`config.mk`:
```
export PLATFORM = sky130hd
export DESIGN_NAME = rhythm_cascade
export DESIGN_NICKNAME = d
export VERILOG_FILES = /design/src/rtl/rhythm_pkg.sv /design/src/rtl/rhythm_stage.sv /design/src/rtl/rhythm_cascade.sv
export SDC_FILE = /design/constraint.sdc
export NUM_CORES = 1
export LEC_CHECK = 0
export ABC_CLOCK_PERIOD_IN_PS = 2650
export BUFFER_PORTS_ARGS = -buffer_cell sky130_fd_sc_hd__buf_2
export CAP_MARGIN = 20
export CORE_MARGIN = 2
export CORE_UTILIZATION = 35
export CTS_CLUSTER_SIZE = 24
export DETAILED_ROUTE_END_ITERATION = 10
export GPL_TIMING_DRIVEN = 1
export PLACE_DENSITY = 0.56
export SLEW_MARGIN = 20
export SYNTH_ARGS = -nofsm -noshare
export SYNTH_HDL_FRONTEND = slang
export SYNTH_SLANG_ARGS = --single-unit
```
`constraint.sdc`:
```
create_clock -name clk -period 2.65 [get_ports clk]
set_input_delay 0.795 -clock clk [delete_from_list [all_inputs] [get_ports clk]]
set_output_delay 0.795 -clock clk [all_outputs]
set_load 0.1 [all_outputs]
```
`src/rtl/rhythm_pkg.sv`:
```
// Shared constants and slice helper for the rhythm_cascade divider.
package rhythm_pkg;

    localparam int RHYTHM_CNT_W = 3;
    localparam int RHYTHM_TC    = 4;

    // Bit offset of stage k inside a flattened LEVELS*w vector.
    function automatic int slice_offset(input int k, input int w);
        return k * w;
    endfunction

endpackage

```
`src/rtl/rhythm_stage.sv`:
```
// One tick-counting stage: position counter, active/shadow terminal count,
// registered boundary pulse and a last-position flag.
module rhythm_stage
    import rhythm_pkg::*;
#(
    parameter int CNT_W      = RHYTHM_CNT_W,
    parameter int DEFAULT_TC = RHYTHM_TC
) (
    input  logic             clk,
    input  logic             rst,
    input  logic             pulse_in,
    input  logic             resync,
    input  logic             cfg_we,
    input  logic [CNT_W-1:0] cfg_tc,
    output logic [CNT_W-1:0] cnt,
    output logic [CNT_W-1:0] tc_active,
    output logic             tick,
    output logic             last
);

    logic [CNT_W-1:0] tc_shadow;
    logic [CNT_W-1:0] tc_next;

    // A write landing on a wrap/resync cycle goes straight into force.
    assign tc_next = cfg_we ? cfg_tc : tc_shadow;

    // NOTE: state registers use non-blocking assignments so every stage
    // samples its neighbour's pre-edge value, keeping the cascade ordered.
    always_ff @(posedge clk or posedge rst) begin
        if (rst) begin
            cnt       <= '0;
            tick      <= 1'b0;
            tc_active <= CNT_W'(DEFAULT_TC);
            tc_shadow <= CNT_W'(DEFAULT_TC);
        end else begin
            tick <= 1'b0;
            if (cfg_we)
                tc_shadow <= cfg_tc;
            if (resync) begin
                cnt       <= '0;
                tc_active <= tc_next;
            end else if (pulse_in) begin
                // >= rather than == lets a counter stranded above a lowered TC recover.
                if (cnt >= tc_active) begin
                    cnt       <= '0;
                    tick      <= 1'b1;
                    tc_active <= tc_next;
                end else begin
                    cnt <= cnt + CNT_W'(1);
                end
            end
        end
    end

    assign last = (cnt == tc_active);

endmodule

```
`src/rtl/rhythm_cascade.sv`:
```
// Cascade of rhythm_stage dividers (e.g. theta->delta->topic) with stage-0
// gating, resync broadcast and a top-level boundary index.
module rhythm_cascade
    import rhythm_pkg::*;
#(
    parameter int LEVELS     = 2,
    parameter int CNT_W      = RHYTHM_CNT_W,
    parameter int DEFAULT_TC = RHYTHM_TC,
    parameter int IDX_W      = 8
) (
    input  logic                    clk,
    input  logic                    rst,
    input  logic                    en,
    input  logic                    in_tick,
    input  logic                    resync,
    input  logic                    cfg_we,
    input  logic [LEVELS*CNT_W-1:0] cfg_tc,
    output logic [LEVELS*CNT_W-1:0] tc_active,
    output logic [LEVELS*CNT_W-1:0] cnt_o,
    output logic [LEVELS-1:0]       tick_o,
    output logic [LEVELS-1:0]       last_o,
    output logic [IDX_W-1:0]        top_idx
);

    logic [LEVELS-1:0] stage_in;

    for (genvar k = 0; k < LEVELS; k++) begin : g_stage
        localparam int OFS = slice_offset(k, CNT_W);

        // Stage 0 sees the gated input; deeper stages see the registered tick
        // above them, so ticks already in flight drain even with en low.
        if (k == 0) begin : g_head
            assign stage_in[k] = in_tick & en;
        end else begin : g_link
            assign stage_in[k] = tick_o[k-1];
        end

        rhythm_stage #(
            .CNT_W      (CNT_W),
            .DEFAULT_TC (DEFAULT_TC)
        ) u_stage (
            .clk       (clk),
            .rst       (rst),
            .pulse_in  (stage_in[k]),
            .resync    (resync),
            .cfg_we    (cfg_we),
            .cfg_tc    (cfg_tc[OFS +: CNT_W]),
            .cnt       (cnt_o[OFS +: CNT_W]),
            .tc_active (tc_active[OFS +: CNT_W]),
            .tick      (tick_o[k]),
            .last      (last_o[k])
        );
    end

    // The index survives resync; only reset clears it.
    always_ff @(posedge clk or posedge rst) begin
        if (rst)
            top_idx <= '0;
        else if (tick_o[LEVELS-1])
            top_idx <= top_idx + IDX_W'(1);
    end

endmodule

```
### Word level (Yosys, flattened, before mapping)

Cells that the tools add are included.

* bits in registers: 28
* input port bits: 12
* output and inout port bits: 24
* logic and storage cells: 43

* add/sub/neg operators: 3
* $lt $le $gt $ge: 2
* eq/ne operators: 2
* mux-type cells: 20
* bitwise gates (word level): 1
* reductions and logical operators: 6

Operator list (number)
* two-way mux 3 bit: 14
* adder 8 x 1 -> 8 bit (second input constant): 1
* nonzero test 2 bit: 4
* adder 3 x 1 -> 3 bit (second input constant): 2
* == test 3 bit: 2
* greater-or-equal comparator 3 bit: 2
* two-way mux 1 bit: 6
* AND reduction 2 bit: 2
* bitwise AND 1 bit: 1

### Longest topological paths before layout

Gate-level depths: netlist (run 1).

* word-level depth: 4
* gate-level depth with buffers: 6
* mapped depth without buffers: 6

### Hierarchy

Synthesis (run 1) repeated with hierarchy kept, for this count alone.

* cells, all modules: 113
* area total of the unflattened synthesis: 1387.6 um^2

Modules (own cells, without submodules)
* rhythm_stage: instances 2, cells each 42, area an instance 514.2 um^2, sequential area each 252.7 um^2
* rhythm_cascade: instances 1, cells each 29, area an instance 359.1 um^2, sequential area each 200.2 um^2

### Worst setup path before layout (run 1)

Ideal clock, no wire load.

* path type: register to output
* start: reg g_stage[1].u_stage.tc_active[1]
* end: out last_o[1]
* data arrival time: 1.835 ns
* required time: 1.855 ns
* path slack: 0.020 ns
* stages on the path, launching flop included: 5
* path buffers: 1
* path through: dfrtp_1 -> inv_1 -> ha_1 -> and3_2 -> buf_4

* cells in the longest elaborated chain, start to end: 1

Ends and longest elaborated chain
* from (decl): RTL line rhythm_stage.sv:16 `output logic [CNT_W-1:0] tc_active,`
* from (signal assigned): RTL line rhythm_stage.sv:33 `tc_active <= CNT_W'(DEFAULT_TC);`
* from (signal assigned): RTL line rhythm_stage.sv:41 `tc_active <= tc_next;`
* from (signal assigned): RTL line rhythm_stage.sv:47 `tc_active <= tc_next;`
* == test 3 bit: RTL line rhythm_stage.sv:55 `assign last = (cnt == tc_active);`
* to (decl): RTL line rhythm_cascade.sv:21 `output logic [LEVELS-1:0] last_o,`

Every way passes these cells.

### Worst setup path in the final report (run 1)

* start: reg g_stage[1].u_stage.tc_active[2]
* end: out last_o[1]

The elaborated chain is that of the path after synthesis.

==> results of run 1 <==
-- kinds of logic after synthesis --
family,Yosys count
XOR/XNOR,7
AO/OA/AOI/OAI,17
flip-flops,28
buffers and inverters,15
AND/OR/NAND/NOR,29
multiplexers,14
adder cells (fa/ha/maj),9
-- critical path, delay by kind of cell, from the launching register on --
family / cells / cell delay [ns]
simple gates: 1 / 0.19
fa+ha+maj: 1 / 0.31
flops: 1 / 0.55
buf+inv: 2 / 0.36
-- routing by layer --
metal / up-vias / track usage / routed length (um)
met4: 0 / 0.06750 / 51
met2: 29 / 0.2391 / 1318
met1: 481 / 0.1568 / 1120
li1: 483 / - / -
met3: 5 / 0.02796 / 176
met5: - / 0 / 0
-- flip-flops by register name, indices dropped and copies added, names as in the netlist --
| register | count |
|---|---|
| g_stage.u_stage.tc_shadow | 6 |
| g_stage.u_stage.cnt | 6 |
| g_stage.u_stage.tc_active | 6 |
| g_stage.u_stage.tick | 2 |
| top_idx | 8 |
-- path summary, 6_finish.rpt --
path,start,endpoint,slack [ns],depth (start not counted)
min in group asynchronous,rst,top_idx[7]$_DFFE_PP0P_,0.57,3
setup / recovery,g_stage[1].u_stage.tc_active[2]$_DFFE_PP1P_,last_o[1],0.17,4
max in group asynchronous,rst,g_stage[1].u_stage.tc_active[2]$_DFFE_PP1P_,1.78,3
setup reg to reg,g_stage[0].u_stage.cnt[0]$_DFFE_PP0P_,g_stage[0].u_stage.tc_active[0]$_DFFE_PP0P_,0.84,6
hold / removal,top_idx[7]$_DFFE_PP0P_,top_idx[7]$_DFFE_PP0P_,0.47,1
hold reg to reg,top_idx[7]$_DFFE_PP0P_,top_idx[7]$_DFFE_PP0P_,0.47,1
-- timing repair --
item	4_1_cts	5_1_grt
buffers inserted	0	0
endpoints found under the setup margin	0	2
resized for setup	0	2
-- through the flow --
step | instances | utilization | area, um^2 | setup slack, ns
after floorplan | 119 | - | 1430 | 0.01989
after global placement | 199 | 0.4115 | 1634 | 0.3982
final | 203 | 0.4266 | 1694 | 0.1726
after global routing | 203 | 0.4266 | 1694 | 0.07760
after detailed placement | 199 | 0.4115 | 1634 | 0.3869
after CTS | 203 | 0.4253 | 1689 | 0.06425
-- where the power goes --
group          internal (uW)  total, uW  switching, uW  leakage [uW]
combinational            190        825            635      0.000470
sequential               498        545           47.2      0.000358
clock                    133        256            123     0.0000288
-- layout make-up --
type,instances,area share
timing repair buffer,36,0.1108
sequential,28,0.4165
clock buffer,4,0.03250
multi-input combinational,76,0.3833
inverter,9,0.01994
tap,50,0.03693
-- cells in the final DEF (no fill, tap or decap), types with 2 or more instances in the layout --
cell	n
buf_2	33
dfrtp_1	24
inv_1	9
ha_1	9
mux2_2	7
mux2_1	6
nand2_1	6
nand3_1	5
a21oi_1	5
xnor2_1	4
nand4_1	4
nor2_1	4
clkbuf_8	4
dfstp_2	4
xor2_1	3
o21ai_0	2
nand2b_4	2
a2111oi_4	2
a21oi_2	2
a21o_1	2
a31oi_1	2
nand2b_1	2
clkbuf_4	2
==> results summary, run 1 <==
The flow ran to the end, and the final reports show no timing, DRC or antenna violations. Ranked by instance count, the synthesized netlist is headed by 24 x dfrtp_1, 9 x ha_1, 9 x inv_1. Measured against the total synthesized area, the mux share comes to 0.1094. Summing over every cut layer, the via total after detailed routing is between 900 and 1k. The post-detailed-placement half-perimeter wirelength is 2105 um.

In this run the vertical extent of the chip is 67.92 um. The number of synthesized register bits is 28. The actual slew at the worst max-slew pin is between 0.5 and 0.6 ns.

The final cycle utilization of the critical path came out at 0.9349. The max-slew violation count came to 0. Using the TritonRoute via totals, the vias-per-cell ratio works out to slightly below 5. The post-route clock skew came out at 0.003695 ns. The first global-routing pass estimated ~4700 um of wire. The xor-xnor portion of the synthesized cell area came out at 0.04287. In this run the power density over the cells is roughly 960 nW/um^2.

The area share of and/or/nand/nor cells after synthesis came out at 0.1181. Synthesis instantiated 31 different standard cells from the library. In the post-synthesis netlist, the biggest area contributors are dfrtp_1 42%, ha_1 7.9%, dfstp_2 7.3%. In the routed design, unresolved DRC markers number 0.

At the worst endpoint, the arrival time is roughly 1.7 ns. The total overflow left after global routing is 0. The path class of the tightest hold or removal check is flop to flop.

The maximum clock frequency is between 400 and 500 MHz. The tree built by TritonCTS fans out to 28 sinks. The count of antenna diodes in the layout came out at 0. The final period demand of the worst path came out at 2.477 ns. The number of flops mapped to enable cells by yosys came out at 0. The adder and majority cell fraction of the synthesized area is 0.07874.

The share of flip-flops with an asynchronous set or reset after synthesis came out at 1.000. Buffers inserted during clock tree synthesis total 3. The post-CTS clock slew at the launch and capture registers of the worst setup and hold paths is around 0.09 ns.

The final wirelength came out at roughly 2700 um. Entering global routing, the biggest net connects 29 pins. The count of antenna-violating nets left after detailed routing came out at 0.

The area of the die is around 4600 um^2. The post-layout net count came out at approximately 180. The area of the multi-input gates came out at between 600 and 700 um^2.

The post-route setup TNS is 0 ns. The area fraction in compound gates after synthesis is 0.1050. STA classifies the critical path startpoint as a flop. The floorplan has 23 rows. The required time of the critical path is 1.86 ns. The length of the first detailed-routing pass in iterations is 4. The via count of the first global-routing pass is approximately 1.0k. Setup repair after global routing left no endpoint under its margin.

Among all flip-flop cells after synthesis, the most frequent one is dfrtp_1. The leakage power of the design came out at about 0.00086 uW. The setup-violating endpoint count in the final report is 0.

The CTS tree is yes. The cell taking the most area after synthesis is dfrtp_1. The count of buffers added on input and output ports is 35. The share of synthesized area in the top cell type comes to 0.4199. 36 I/O pins were placed. The dominant cell by count in the synthesized netlist is dfrtp_1. The tool flagged a number of max-cap violations equal to 0.

Hold repair after CTS inserted 0 buffers. The average footprint of a synthesized cell is about 12 um^2. The total power is approximately 1600 uW. The area used by sequential logic in the layout is 705.7 um^2.

The total of warnings raised by yosys came out at 0. The hold slack is about 0.47 ns. For this configuration, the core starts out at a cell density of 0.3601. The die boundary width is slightly below 70 um. The routed wire length per instance came out at ~13 um. The core region is roughly 4000 um^2. The critical path goes through inv_1 > ha_1 > and3_2 > clkbuf_4. The number of H-tree levels is 1. The number of failing hold endpoints at the final stage came to 0. The critical path is of the flop to primary output type. By area, the combinational part of the netlist is dominated by simple AND/OR/NAND/NOR gates.

For the worst-skew pair, the clock arrives at the later sink with an insertion delay of roughly 0.27 ns. The total track usage is 0.1363. The longest clock path from root to sink contains 2 buffers. On the worst path, the slowest cell contributes a delay of between 0.5 and 0.6 ns. The count of fill cells added during filler insertion came out at 398. The register area share after synthesis came out at 0.4934. The net count of the mapped netlist is between 100 and 150.

The synthesized instance count is 119. The cell chosen for the clock root is clkbuf_8. Along the worst path, the maximum fanout reaches 4. The slowest stage of the critical path is the dfstp_2 cell. The initial antenna violation count is 0. The cell area after technology mapping came out at ~1400 um^2.

The tightest slew margin relative to the limit is 0.6681. Of the cells placed in the final design, the portion with a size suffix greater than 1 is 0.3791. The worst-case IR drop observed on VDD is 0.0006405 V.

The first-iteration detailed-routing DRC count is 30. STA classifies the critical path endpoint as a primary output. Compared with the post-synthesis result, the final layout area differs by 18.46%. The routability-driven placement congestion ratio is ~0.7.
Note: power is estimated with default switching activity, not from simulation.
==> inputs of run 2 (changes only) <==
--- a/config.mk
+++ b/config.mk
@@ -13,7 +13,8 @@
 export CTS_CLUSTER_SIZE = 24
 export DETAILED_ROUTE_END_ITERATION = 10
 export GPL_TIMING_DRIVEN = 1
-export PLACE_DENSITY = 0.56
+export PLACE_DENSITY = 0.61
+export REMOVE_ABC_BUFFERS = 1
 export SLEW_MARGIN = 20
 export SYNTH_ARGS = -nofsm -noshare
 export SYNTH_HDL_FRONTEND = slang
==> run 2 against run 1 <==
  * Flip-flop and latch count is the same
  * Maximum frequency decreased by 3.2%
  * Design area fell by 0.89%
  * Clock skew is 0.0017 ns higher
  * Non-clock buffer count stayed put
  * Worst hold slack better by 0.024 ns
  * Clock power down 9.8%
  * Combinational power fell by 1%
  * Sequential power hardly changed
  * Largest cell class unchanged
==> results summary, run 2 (synthesis results as in run 1) <==
Status: finished clean (unchanged). Highest-count cells in the layout ignoring fill and taps: 35 x buf_2, 24 x dfrtp_1, 9 x inv_1, 9 x ha_1, 7 x mux2_2 (was 33 x buf_2, 24 x dfrtp_1, 9 x inv_1, 9 x ha_1, 7 x mux2_2). The utilization after layout was 0.4228 (was 0.4266). The number of max-cap violations is 0 (unchanged). The area of the die came out at 4613 um^2 (unchanged). The standard-cell row count came out at 23 (unchanged).

The worst hold-check path type is flop to flop (unchanged). The share of final-layout standard cells stronger than drive strength 1 came out at 0.3725 (was 0.3791). The ratio of total power to cell area is 948.7 nW/um^2 (was 959.7 nW/um^2). The register name with the most flops is top_idx (unchanged). The clock network power share is 0.145 (was 0.157). The type of the setup path with the least slack is flop to primary output (unchanged). The total I/O pin count came out at 36 (unchanged). The count of antenna diodes in the layout is 0 (unchanged). The leakage power of the design came to 0.0008509 uW (was 0.0008562 uW). The tightest slew margin relative to the limit is 0.6719 (was 0.6681). The switching share of power was 0.5040 (was 0.4950). The post-detailed-placement half-perimeter wirelength came out at 2099 um (was 2105 um).

The cell at the slowest stage of the critical path is dfstp_2 (unchanged). The via count came to 1,001 (was 998). The first-iteration detailed-routing DRC count came out at 20 (was 30). The maximum clock frequency came to 390.8 MHz (was 403.6 MHz).

The actual slew at the worst max-slew pin is 0.4955 ns (was 0.5014 ns). The net switching power is 802.9 uW (was 804.8 uW). The post-layout net count came out at 175 (unchanged). The count of antenna-violating nets left after detailed routing came out at 0 (unchanged). The post-route clock skew was 0.005440 ns (was 0.003695 ns). The critical path arrival is 1.76 ns (was 1.68 ns). The number of cells upsized or downsized after cts was 0 (unchanged).

Ordered list of cells on the worst path: inv_1 > ha_1 > and3_2 > buf_2 (was inv_1 > ha_1 > and3_2 > clkbuf_4). The total track usage is 0.1322 (was 0.1363). The total power came out at 1593 uW (was 1626 uW).

The sequential cell fraction of total power is 0.344 (was 0.335). Setup repair after global routing missed its margin: false (unchanged). The post-CTS clock slew at the launch and capture registers of the worst setup and hold paths is 0.09 ns (about the same). The category of the worst setup path launch point was a flop (unchanged). The required time of the critical path came out at 1.86 ns (about the same). The port buffer count was 35 (unchanged). The CTS tree is yes (unchanged). The area overhead of the layout relative to synthesis came to 17.41% (was 18.46%). The flip-flop count of the largest register, all copies and words added came to 8 (unchanged). The maximum net fanout on the critical path came out at 4 (unchanged). The routability-driven placement congestion ratio is 0.6682 (was 0.6888). The largest delay contributor family on the critical path is flip-flops (unchanged).

The global route total overflow came out at 0 (unchanged). The max-slew violation count is 0 (unchanged). The final wirelength is 2711 um (was 2667 um). The setup-violating endpoint count in the final report came out at 0 (unchanged). The largest net degree at the start of global routing is 29 (unchanged). The number of buffers inserted to repair setup after CTS came to 0 (unchanged).

The kind of end point of the critical path is a primary output (unchanged). The effective utilization at floorplan is 0.3601 (unchanged). The die boundary width came out at 67.92 um (unchanged). The number of H-tree levels is 1 (unchanged). The routed wire length per instance was 13.35 um (was 13.14 um). The final period demand of the worst path came to 2.559 ns (was 2.477 ns). The cell-internal power came out at 790.1 uW (was 821.0 uW).

The combinational group share of total power is 0.511 (was 0.507). The y dimension of the die came out at 67.92 um (unchanged). The maximum buffer depth of the clock tree came out at 2 (unchanged).

The number of buffers added to fix hold violations after cts came out at 0 (unchanged). The maximum vdd drop is 0.0007369 V (was 0.0006405 V). The initial antenna violation count came to 0 (unchanged). The core region area is 3971 um^2 (unchanged). The CTS sink count came out at 28 (unchanged). The via count of the first global-routing pass is 1,039 (was 1,043).

The number of buffer and inverter stages on the critical path came out at 2 (unchanged). The most common cell after layout, fill and taps aside is buf_2 (unchanged). The length of the first detailed-routing pass in iterations is 4 (unchanged).

The final cycle utilization of the critical path came out at 0.9655 (was 0.9349). The vias per cell is 4.931 (was 4.916). The TritonCTS buffer count came out at 3 (unchanged). The clock latency on the worst-skew pair is 0.27 ns (about the same). The number of failing hold endpoints at the final stage came to 0 (unchanged). The delay contributed by the slowest stage of the critical path is 0.54 ns (was 0.55 ns). The cell chosen for the clock root is clkbuf_8 (unchanged). The number of remaining DRC errors is 0 (unchanged).

The global-route wire length before repair came out at 4512 um (was 4650 um).
[run 2: cell count changes in the layout (fill, tap and decap cells not counted)]
cell      change
buf_2         +2
clkbuf_8      -1
clkbuf_4      -2
clkbuf_1      +1
[run 2: area by class of cell]
| cell class | instances | area (um^2) |
|---|---|---|
| Clock buffer | 4 | 45.04 |
| Tap cell | 50 | 62.56 |
| Fill cell | 403 | 2292 |
| Inverter | 9 | 33.78 |
| Timing Repair Buffer | 36 | 182.7 |
| Multi-Input combinational cell | 76 | 649.4 |
| Sequential cell | 28 | 705.7 |
[run 2: per-stage QoR]
step           worst slack [ns]  cells  TNS, ns  hold WS, ns  cell area, um^2
6_report                0.09130    203        0       0.4971             1679
5_1_grt                 0.01240    203        0       0.5067             1679
4_1_cts                 0.07095    203        0       0.4949             1679
3_5_place_dp             0.3868    199        0       0.4772             1634
3_3_place_gp             0.3975    199        0       0.4589             1634
2_1_floorplan           -0.3286    113  -0.3782       0.4693             1389
[run 2: worst register-to-register path, cell delays in order (launching register included)]
cell and delay, ns:
dfrtp_1 0.40, inv_1 0.09, ha_1 0.29, nand2b_4 0.16
a2111oi_4 0.37, a21oi_2 0.10, mux2_1 0.33
[run 2: power by group through the flow]
stage | combinational [uW] | sequential (uW) | clock [uW]
after CTS | 823 | 550 | 244
after global routing | 857 | 557 | 264
after floorplan | 319 | 926 | 0
final | 815 | 548 | 231
after detailed placement | 817 | 559 | 0
after global placement | 808 | 551 | 0
[run 2: final timing paths]
check,cells after the start,end,startpoint,slack [ns]
hold / removal,1,top_idx[7]$_DFFE_PP0P_,top_idx[7]$_DFFE_PP0P_,0.50
max in group asynchronous,3,g_stage[1].u_stage.tc_active[2]$_DFFE_PP1P_,rst,1.77
setup / recovery,4,last_o[1],g_stage[1].u_stage.tc_active[2]$_DFFE_PP1P_,0.09
setup reg to reg,6,g_stage[0].u_stage.tc_active[0]$_DFFE_PP0P_,g_stage[0].u_stage.cnt[0]$_DFFE_PP0P_,0.81
hold reg to reg,1,top_idx[7]$_DFFE_PP0P_,top_idx[7]$_DFFE_PP0P_,0.50
min in group asynchronous,3,top_idx[6]$_DFFE_PP0P_,rst,0.57
[run 2: metal layers]
metal | up-vias | global-route usage | routed length, um
met5 | - | 0 | 0
met4 | 0 | 0.04500 | 32
met3 | 4 | 0.04112 | 150
met2 | 27 | 0.2512 | 1398
met1 | 489 | 0.1349 | 1129
li1 | 481 | - | -
